### src/rtl/data_req_queue_if.sv
// Data-side request bundle between the MEM-stage requester, the request queue and
// the bridge's SRAM-like data port. The slave modport is the queue's view of it.
interface data_req_queue_if;
    logic        cpu_req_valid;
    logic        cpu_req_ready;
    logic        cpu_wr;
    logic [1:0]  cpu_size;
    logic [31:0] cpu_addr;
    logic [3:0]  cpu_wstrb;
    logic [31:0] cpu_wdata;
    logic        cpu_resp_valid;
    logic        cpu_resp_wr;
    logic [31:0] cpu_resp_rdata;

    logic        sram_req;
    logic        sram_wr;
    logic [1:0]  sram_size;
    logic [31:0] sram_addr;
    logic [3:0]  sram_wstrb;
    logic [31:0] sram_wdata;
    logic        sram_addr_ok;
    logic        sram_data_ok;
    logic [31:0] sram_rdata;

    modport slave (
        input  cpu_req_valid, cpu_wr, cpu_size, cpu_addr, cpu_wstrb, cpu_wdata,
        output cpu_req_ready, cpu_resp_valid, cpu_resp_wr, cpu_resp_rdata,
        output sram_req, sram_wr, sram_size, sram_addr, sram_wstrb, sram_wdata,
        input  sram_addr_ok, sram_data_ok, sram_rdata
    );

    modport master (
        output cpu_req_valid, cpu_wr, cpu_size, cpu_addr, cpu_wstrb, cpu_wdata,
        input  cpu_req_ready, cpu_resp_valid, cpu_resp_wr, cpu_resp_rdata,
        input  sram_req, sram_wr, sram_size, sram_addr, sram_wstrb, sram_wdata,
        output sram_addr_ok, sram_data_ok, sram_rdata
    );
endinterface

### src/rtl/data_req_queue.sv
// In-order data request queue: buffers MEM-stage requests, issues them to the bridge,
// and returns responses in order, silently absorbing those owed to flushed requests.
module data_req_queue #(
    parameter int DEPTH = 4
) (
    input  logic             clk,
    input  logic             reset,
    input  logic             cancel,
    data_req_queue_if.slave  bus
);
    localparam int            PW       = $clog2(DEPTH);
    localparam logic [PW:0]   FULL_CNT = (PW+1)'(DEPTH);
    localparam logic [PW:0]   CNT_ONE  = (PW+1)'(1);

    function automatic logic [PW-1:0] ptr_inc(input logic [PW-1:0] p);
        return p + PW'(1);
    endfunction

    // request FIFO storage
    logic              q_wr    [DEPTH];
    logic [1:0]        q_size  [DEPTH];
    logic [31:0]       q_addr  [DEPTH];
    logic [3:0]        q_wstrb [DEPTH];
    logic [31:0]       q_wdata [DEPTH];
    logic [PW-1:0]     wr_ptr, rd_ptr;
    logic [PW:0]       req_cnt;

    // outstanding-transaction tags
    logic [DEPTH-1:0]  tag_wr;
    logic [DEPTH-1:0]  tag_discard;
    logic [PW-1:0]     t_wr_ptr, t_rd_ptr;
    logic [PW:0]       out_cnt;

    logic              push, hs, rsp_pop, resp_fire;
    logic              q_full, q_empty;

    logic              resp_vld_p1;
    logic              resp_wr_p1;
    logic [31:0]       resp_rdata_p1;

    assign q_full  = (req_cnt == FULL_CNT);
    assign q_empty = (req_cnt == '0);

    assign bus.cpu_req_ready = !q_full && !cancel;
    assign push              = bus.cpu_req_valid && bus.cpu_req_ready;

    // ---- stage p0: issue from FIFO head to the bridge ----
    assign bus.sram_req   = !q_empty && (out_cnt != FULL_CNT);
    assign bus.sram_wr    = q_wr[rd_ptr];
    assign bus.sram_size  = q_size[rd_ptr];
    assign bus.sram_addr  = q_addr[rd_ptr];
    assign bus.sram_wstrb = q_wstrb[rd_ptr];
    assign bus.sram_wdata = q_wdata[rd_ptr];

    assign hs        = bus.sram_req && bus.sram_addr_ok;
    assign rsp_pop   = bus.sram_data_ok && (out_cnt != '0);
    assign resp_fire = rsp_pop && !tag_discard[t_rd_ptr] && !cancel;

    always_ff @(posedge clk) begin
        if (push) begin
            q_wr[wr_ptr]    <= bus.cpu_wr;
            q_size[wr_ptr]  <= bus.cpu_size;
            q_addr[wr_ptr]  <= bus.cpu_addr;
            q_wstrb[wr_ptr] <= bus.cpu_wstrb;
            q_wdata[wr_ptr] <= bus.cpu_wdata;
        end
    end

    always_ff @(posedge clk) begin
        if (reset || cancel) begin
            wr_ptr  <= '0;
            rd_ptr  <= '0;
            req_cnt <= '0;
        end else begin
            if (push) wr_ptr <= ptr_inc(wr_ptr);
            if (hs)   rd_ptr <= ptr_inc(rd_ptr);
            unique case ({push, hs})
                2'b10:   req_cnt <= req_cnt + CNT_ONE;
                2'b01:   req_cnt <= req_cnt - CNT_ONE;
                default: ;
            endcase
        end
    end

    always_ff @(posedge clk) begin
        if (hs) tag_wr[t_wr_ptr] <= bus.sram_wr;
    end

    // A flush marks every tag, including one allocated by a handshake in the same cycle.
    always_ff @(posedge clk) begin
        if (reset) begin
            t_wr_ptr    <= '0;
            t_rd_ptr    <= '0;
            out_cnt     <= '0;
            tag_discard <= '0;
        end else begin
            if (hs) begin
                t_wr_ptr              <= ptr_inc(t_wr_ptr);
                tag_discard[t_wr_ptr] <= 1'b0;
            end
            if (cancel)  tag_discard <= '1;
            if (rsp_pop) t_rd_ptr    <= ptr_inc(t_rd_ptr);
            unique case ({hs, rsp_pop})
                2'b10:   out_cnt <= out_cnt + CNT_ONE;
                2'b01:   out_cnt <= out_cnt - CNT_ONE;
                default: ;
            endcase
        end
    end

    // ---- stage p1: registered response to the pipeline ----
    always_ff @(posedge clk) begin
        if (reset) begin
            resp_vld_p1   <= 1'b0;
            resp_wr_p1    <= 1'b0;
            resp_rdata_p1 <= '0;
        end else begin
            resp_vld_p1 <= resp_fire;
            if (resp_fire) begin
                resp_wr_p1    <= tag_wr[t_rd_ptr];
                resp_rdata_p1 <= tag_wr[t_rd_ptr] ? 32'h0 : bus.sram_rdata;
            end
        end
    end

    assign bus.cpu_resp_valid = resp_vld_p1;
    assign bus.cpu_resp_wr    = resp_wr_p1;
    assign bus.cpu_resp_rdata = resp_rdata_p1;
endmodule

### src/flat_wrapper.sv
// flat-port wrapper written by rule: the top's interface ports become plain ports
module data_req_queue_flat 
#(
    parameter int DEPTH = 4
)
  (clk, reset, cancel, bus_cpu_req_valid, bus_cpu_wr, bus_cpu_size, bus_cpu_addr, bus_cpu_wstrb, bus_cpu_wdata, bus_cpu_req_ready, bus_cpu_resp_valid, bus_cpu_resp_wr, bus_cpu_resp_rdata, bus_sram_req, bus_sram_wr, bus_sram_size, bus_sram_addr, bus_sram_wstrb, bus_sram_wdata, bus_sram_addr_ok, bus_sram_data_ok, bus_sram_rdata);
  data_req_queue_if bus_i ();
  input  logic clk;
  input  logic reset;
  input  logic cancel;
  input wire logic [$bits(bus_i.cpu_req_valid)-1:0] bus_cpu_req_valid;
  input wire logic [$bits(bus_i.cpu_wr)-1:0] bus_cpu_wr;
  input wire logic [$bits(bus_i.cpu_size)-1:0] bus_cpu_size;
  input wire logic [$bits(bus_i.cpu_addr)-1:0] bus_cpu_addr;
  input wire logic [$bits(bus_i.cpu_wstrb)-1:0] bus_cpu_wstrb;
  input wire logic [$bits(bus_i.cpu_wdata)-1:0] bus_cpu_wdata;
  output wire logic [$bits(bus_i.cpu_req_ready)-1:0] bus_cpu_req_ready;
  output wire logic [$bits(bus_i.cpu_resp_valid)-1:0] bus_cpu_resp_valid;
  output wire logic [$bits(bus_i.cpu_resp_wr)-1:0] bus_cpu_resp_wr;
  output wire logic [$bits(bus_i.cpu_resp_rdata)-1:0] bus_cpu_resp_rdata;
  output wire logic [$bits(bus_i.sram_req)-1:0] bus_sram_req;
  output wire logic [$bits(bus_i.sram_wr)-1:0] bus_sram_wr;
  output wire logic [$bits(bus_i.sram_size)-1:0] bus_sram_size;
  output wire logic [$bits(bus_i.sram_addr)-1:0] bus_sram_addr;
  output wire logic [$bits(bus_i.sram_wstrb)-1:0] bus_sram_wstrb;
  output wire logic [$bits(bus_i.sram_wdata)-1:0] bus_sram_wdata;
  input wire logic [$bits(bus_i.sram_addr_ok)-1:0] bus_sram_addr_ok;
  input wire logic [$bits(bus_i.sram_data_ok)-1:0] bus_sram_data_ok;
  input wire logic [$bits(bus_i.sram_rdata)-1:0] bus_sram_rdata;
  assign bus_i.cpu_req_valid = bus_cpu_req_valid;
  assign bus_i.cpu_wr = bus_cpu_wr;
  assign bus_i.cpu_size = bus_cpu_size;
  assign bus_i.cpu_addr = bus_cpu_addr;
  assign bus_i.cpu_wstrb = bus_cpu_wstrb;
  assign bus_i.cpu_wdata = bus_cpu_wdata;
  assign bus_cpu_req_ready = bus_i.cpu_req_ready;
  assign bus_cpu_resp_valid = bus_i.cpu_resp_valid;
  assign bus_cpu_resp_wr = bus_i.cpu_resp_wr;
  assign bus_cpu_resp_rdata = bus_i.cpu_resp_rdata;
  assign bus_sram_req = bus_i.sram_req;
  assign bus_sram_wr = bus_i.sram_wr;
  assign bus_sram_size = bus_i.sram_size;
  assign bus_sram_addr = bus_i.sram_addr;
  assign bus_sram_wstrb = bus_i.sram_wstrb;
  assign bus_sram_wdata = bus_i.sram_wdata;
  assign bus_i.sram_addr_ok = bus_sram_addr_ok;
  assign bus_i.sram_data_ok = bus_sram_data_ok;
  assign bus_i.sram_rdata = bus_sram_rdata;
  data_req_queue #(.DEPTH(DEPTH)) u_core (.clk(clk), .reset(reset), .cancel(cancel), .bus(bus_i));
endmodule
### config.mk
export PLATFORM = sky130hd
export DESIGN_NAME = data_req_queue_flat
export DESIGN_NICKNAME = d
export VERILOG_FILES = /design/src/rtl/data_req_queue_if.sv /design/src/rtl/data_req_queue.sv /design/src/flat_wrapper.sv
export SDC_FILE = /design/constraint.sdc
export NUM_CORES = 1
export LEC_CHECK = 0
export CORE_ASPECT_RATIO = 1.25
export CORE_MARGIN = 3
export CORE_UTILIZATION = 43
export DETAILED_ROUTE_END_ITERATION = 8
export PLACE_DENSITY = 0.79
export SYNTH_ARGS = -nofsm -noshare
export SYNTH_HDL_FRONTEND = slang
export SYNTH_SLANG_ARGS = --single-unit
### constraint.sdc
create_clock -name clk -period 6.5 [get_ports clk]
set_input_delay 0.65 -clock clk [delete_from_list [all_inputs] [get_ports clk]]
set_output_delay 0.65 -clock clk [all_outputs]
set_load 0.01 [all_outputs]
# After elaboration in Yosys (flattened, before gate mapping)
# Memories as Yosys holds them, arrays and structs flattened. A register that Yosys moved wholly into a read port is not among the register bits.
# Cells that the tools add are included.
[word_totals]
ff_bits = 56
mem_bits_rw = 284
inputBits = 109
out_inout_bits = 107
memories = 5
[op_classes]
n_addsub = 8
n_lt_le_gt_ge = 3
eq_ne = 6
mux = 24
n_bitwise = 2
n_reduce_logical = 18
[mem_list]
columns = ["name", "words", "width", "read_ports", "rd_clocked_by_memory_dff", "write_ports", "line_no", "source"]
rows = [
  ["u_core.q_addr", 4, 32, 1, 1, 1, "data_req_queue.sv:22", "logic [31:0] q_addr [DEPTH];"],
  ["u_core.q_wdata", 4, 32, 1, 1, 1, "data_req_queue.sv:24", "logic [31:0] q_wdata [DEPTH];"],
  ["u_core.q_wstrb", 4, 4, 1, 1, 1, "data_req_queue.sv:23", "logic [3:0] q_wstrb [DEPTH];"],
  ["u_core.q_size", 4, 2, 1, 1, 1, "data_req_queue.sv:21", "logic [1:0] q_size [DEPTH];"],
  ["u_core.q_wr", 4, 1, 1, 1, 1, "data_req_queue.sv:20", "logic q_wr [DEPTH];"],
]
[ops]
columns = ["operator", "n"]
rows = [
  ["32-bit 2-to-1 mux", 1],
  ["2-bit 2-to-1 mux", 10],
  ["3-bit one-hot mux with 2 select lines", 2],
  ["2-bit by 1-bit adder with 2-bit output (second input constant)", 4],
  ["1-bit logical AND", 8],
  ["4-bit 2-to-1 mux", 2],
  ["3-bit by 1-bit adder with 3-bit output (second input constant)", 2],
  ["2-bit by 3-bit less-than comparator with 1-bit output (second input constant)", 2],
  ["2-bit nonzero test", 3],
  ["3-bit by 1-bit subtractor with 3-bit output (second input constant)", 2],
  ["1-bit 2-to-1 mux", 5],
  ["4-bit bitwise AND", 1],
  ["1-bit binary-select mux with 2-bit select", 2],
  ["4-bit bitwise mux", 1],
  ["2-bit by 1-bit equality test with 1-bit output (second input constant)", 2],
  ["2-bit equality test (second input constant)", 2],
  ["1-bit logical NOT", 4],
  ["4-bit inverter", 1],
  ["3-bit equality test (second input constant)", 1],
  ["3-bit logical NOT", 1],
  ["3-bit != test (second input constant)", 1],
  ["3-bit nonzero test", 1],
  ["1-bit demux with 2-bit select", 1],
  ["2-bit by 1-bit >= comparator with 1-bit output (second input constant)", 1],
  ["1-bit logical OR", 1],
]

# Depth between registers and ports, before layout
[logic_depth]
depth_word = 8
ltp_mapped = 9
depth_no_buf = 9

# Worst setup path before layout
# Ideal clock, no wire load.
[synth_timing]
kind = "input port to flip-flop"
from = "input cancel"
to = "memory u_core.q_addr[0][0], enable pin"
setup_ps = 437
arrival_time_ps = 2899
t_required_ps = 6063
setup_slack_ps = 3164
path_stages = 3
path_cell_list = "clkbuf_1 > nor3_1 > and2_1"
[synth_between]
elab_chain_cells = 5
[synth_lines]
columns = ["item", "line_no", "source"]
rows = [
  ["start: declaration", "flat_wrapper.sv:10", "input logic cancel;"],
  ["1-bit logical NOT", "data_req_queue.sv:44", "assign bus.cpu_req_ready = !q_full && !cancel;"],
  ["1-bit logical AND", "data_req_queue.sv:44", ""],
  ["1-bit logical AND", "data_req_queue.sv:45", "assign push = bus.cpu_req_valid && bus.cpu_req_ready;"],
  ["1-bit 2-to-1 mux", "data_req_queue.sv:60", "if (push) begin"],
  ["1-bit 2-to-1 mux (not written as such)", "data_req_queue.sv:63", "q_addr[wr_ptr] <= bus.cpu_addr;"],
  ["end: declaration", "data_req_queue.sv:22", ""],
]
# No other way between the ends.

==> summary.md <==
| Metric | Value |
|---|---|
| Hold Path Depth | 2 |
| Sequential area share after synthesis | 0.744 |
| Synth Instances | roughly 650 |
| RR Endpoint | u_core.q_wdata[1][13]$_DFFE_PP_ |
| Final Wtd Congestion | 0.742 |
| Multi-input gate area | between 3000 and 4000 sq um |
| Clk Tree Root Cell | clkbuf_16 |
| CTS tree | built |
| DR iter-0 viols | between 300 and 400 |
| Worst VDD drop | ~0.22 mV |
| Area growth from synthesis to layout | 27.5% |
| Tcrit/Tclk final | 0.589 |
| Die height | roughly 200 um |
| Port Buf Inserts | approximately 220 |
| Top cell type's share of synthesized area | 0.661 |
| Pre-antenna DRT Iters | 5 |
| Setup Fix Bufs, Post-CTS | 0 |
| WL final | between 20 and 30 mm |
| Placed Area | ~16000 sq um |
| Largest net degree at the start of global routing | 83 |
| Max Cap Viol | 0 |
| Worst Hold End | u_core.bus.cpu_resp_wr$_SDFFE_PP0P_ |
| Register clock-pin slew on the reported worst setup and hold paths | about 0.06 ns |
| Post-Syn Area | between 10000 and 15000 sq um |
| Final setup viols | 0 |
| Beginning of the worst hold path | u_core.bus.cpu_resp_wr$_SDFFE_PP0P_ |
| Syn avg cell area | approximately 20 sq um |
| Slew Viols, Final | 0 |
| Critical Path Source Type | flop |
| RSZ-0062 raised after global routing | false |
| Clk_lat worst skew | about 0.51 ns |
| Antenna diode count | 0 |
| Worst slew margin | 0.238 |
| Die ar. | roughly 33000 sq um |
| Clock buffer count from CTS | 35 |
| Final ANT Viol Nets | 0 |
| Seq. cell area | 9740 sq um |
| Aggregate negative setup slack | 0 ns |
| Peak Freq | about 0.26 GHz |
| Resized Gates After CTS | 0 |
| Tot GR Track Use | 0.160 |
| Final worst slack | between 2 and 3 ns |
| LEAKAGE | between 5 and 6 nW |
| HP Class | reg2reg |
| Final hold vios | 0 |
| CTS max path bufs | 3 |
| Clock skew | approximately 0.027 ns |
| Data required, critical path | slightly below 6 ns |
| Io pins | 216 |
| Core area | just under 30000 sq um |
| Initial antenna violation count | 2 |
| FILL cells | roughly 2300 |
| Period minus WS final | about 3.8 ns |
| Via count | between 6000 and 7000 |
| Pre-CTS WS | between 3 and 4 ns |
| PwrDens | 275 nW/um^2 |
| Cell variety after synth | 32 |
| Global route overflow | 0 |
| Nets@finish | a little under 1000 |
| First-pass GRT wire length | around 40 mm |
| Status | complete, no violations |
| Placement row count | 70 |
| Clock sink total | 342 |
| Share of cells above drive strength 1 | 0.158 |
| Reg2Reg Depth | 4 |
| CTS Hold Bufs | 0 |
| H-tree depth | 2 |
| Vias in the first global route | 7175 |
| Routed wire per std cell | around 20 um |
| Worst flop-to-flop path startpoint | u_core.req_cnt[0]$_SDFFE_PP0P_ |
| Die Wd | 162 um |
| Final instance area | between 15000 and 20000 sq um |
| WHS | between 0.4 and 0.5 ns |
| Reg-to-reg slack, setup | just under 4 ns |
| CP Class | reg2out |
| Area leader, netlist | edfxtp_1 |
| Critical-path maximum fanout | 40 |
| Largest cells by area after synthesis | edfxtp_1 (66%), mux4_2 (13%), dfxtp_1 (8.3%), mux2i_1 (2.4%), or3b_1 (2.1%) |
| Endpoint class of the critical path | primary output |
| Yosys warning total | 0 |
| Vias per inst | about 5.2 |
| Dpl hpwl | approximately 16 mm |
| Data arrival, critical path | 3.18 ns |
| DRC | 0 |
| Flops & latches, synth | about 340 |
| Initial Util | 0.442 |
| Worst-margin pin slew | around 1.1 ns |
| Syn Nets | between 700 and 800 |
-- where the power goes --
part | total [mW] | switching (mW) | internal (mW)
Clock | 1.87 | 0.790 | 1.08
Sequential | 2.43 | 0.0193 | 2.41
Combinational | 0.291 | 0.128 | 0.163
-- cells in the mapped netlist, drive strengths merged --
master	number
edfxtp	288
mux4	73
dfxtp	54
nand2b	36
or3b	34
mux2i	32
clkbuf	22
inv	18
buf	13
nor2	12
a21oi	11
ha	10
o31ai	7
xor2	6
nand4	5
and2	4
and4	4
nor3	4
o22ai	4
or3	3
fa	2
nor3b	2
nor4	2
o21ai	2
mux2	1
o311ai	1
or2	1
or4b	1
-- cell type report --
| class | count | area share |
|---|---|---|
| clock inverters | 22 | 0.00870 |
| flip-flops and latches | 342 | 0.584 |
| repair buffers | 219 | 0.131 |
| clock buffers | 42 | 0.0566 |
| well taps | 396 | 0.0297 |
| multi-input cells | 257 | 0.187 |
| inverters | 18 | 0.00405 |
-- critical path, cell delays in order (launching register included) --
cell	delay (ns)
dfxtp_4	0.88
buf_4	0.66
mux4_2	0.62
clkdlybuf4s50_1	0.50
-- registers in the layout, summed over array words and instances, names as in the netlist, 3 cells and up, named ones only --
name,cells
u_core.q_addr,128
u_core.q_wdata,128
u_core.bus.cpu_resp_rdata,32
u_core.q_wstrb,16
u_core.q_size,8
u_core.q_wr,4
u_core.tag_discard,4
u_core.tag_wr,4
u_core.out_cnt,3
u_core.req_cnt,3
-- logic make-up after synthesis --
logic type,Yosys count,share of synthesized area
AO/OA/AOI/OAI,25,0.0120
multiplexers,106,0.151
AND/OR/NAND/NOR,108,0.0576
adder cells (fa/ha/maj),12,0.0126
buffers and inverters,53,0.0188
XOR/XNOR,6,0.00402
flip-flops,342,0.744
-- routing by layer --
metal | vias up | share of wire | global-route usage
li1 | 3055 | - | -
met1 | 3388 | 0.40 | 0.203
met2 | 233 | 0.49 | 0.265
met3 | 64 | 0.074 | 0.0483
met4 | 4 | 0.033 | 0.0549
met5 | - | 0.0010 | 0
-- cell usage in the layout (no fill, tap or decap), types with 11 or more instances in the layout --
cell type and n:
dfxtp_1 52, inv_1 18, mux2i_1 32, clkbuf_16 36, nand2b_1 36, or3b_1 31, edfxtp_1 288, a21oi_1 11
nor2_1 12, mux4_2 73, clkdlybuf4s50_1 214
-- worst max path at each step --
stage | slack, ns | cells after the start | to
floorplan | 3.16 | 3 | u_core.q_addr[0][0]$_DFFE_PP_
global placement | 3.07 | 3 | bus_sram_wdata[14]
detailed placement | 3.05 | 4 | u_core.q_wdata[0][4]$_DFFE_PP_
CTS | 2.53 | 3 | bus_sram_addr[26]
global route | 2.39 | 3 | bus_sram_wdata[8]
finish | 2.67 | 3 | bus_sram_wdata[8]
-- through the flow --
step,std cells,power (mW),util
2_1_floorplan,652,2.61,-
3_3_place_gp,1232,2.77,0.527
3_5_place_dp,1232,2.77,0.527
4_1_cts,1296,4.65,0.563
5_1_grt,1296,4.77,0.563
6_report,1296,4.59,0.563
(Power assumes the default switching activity.)
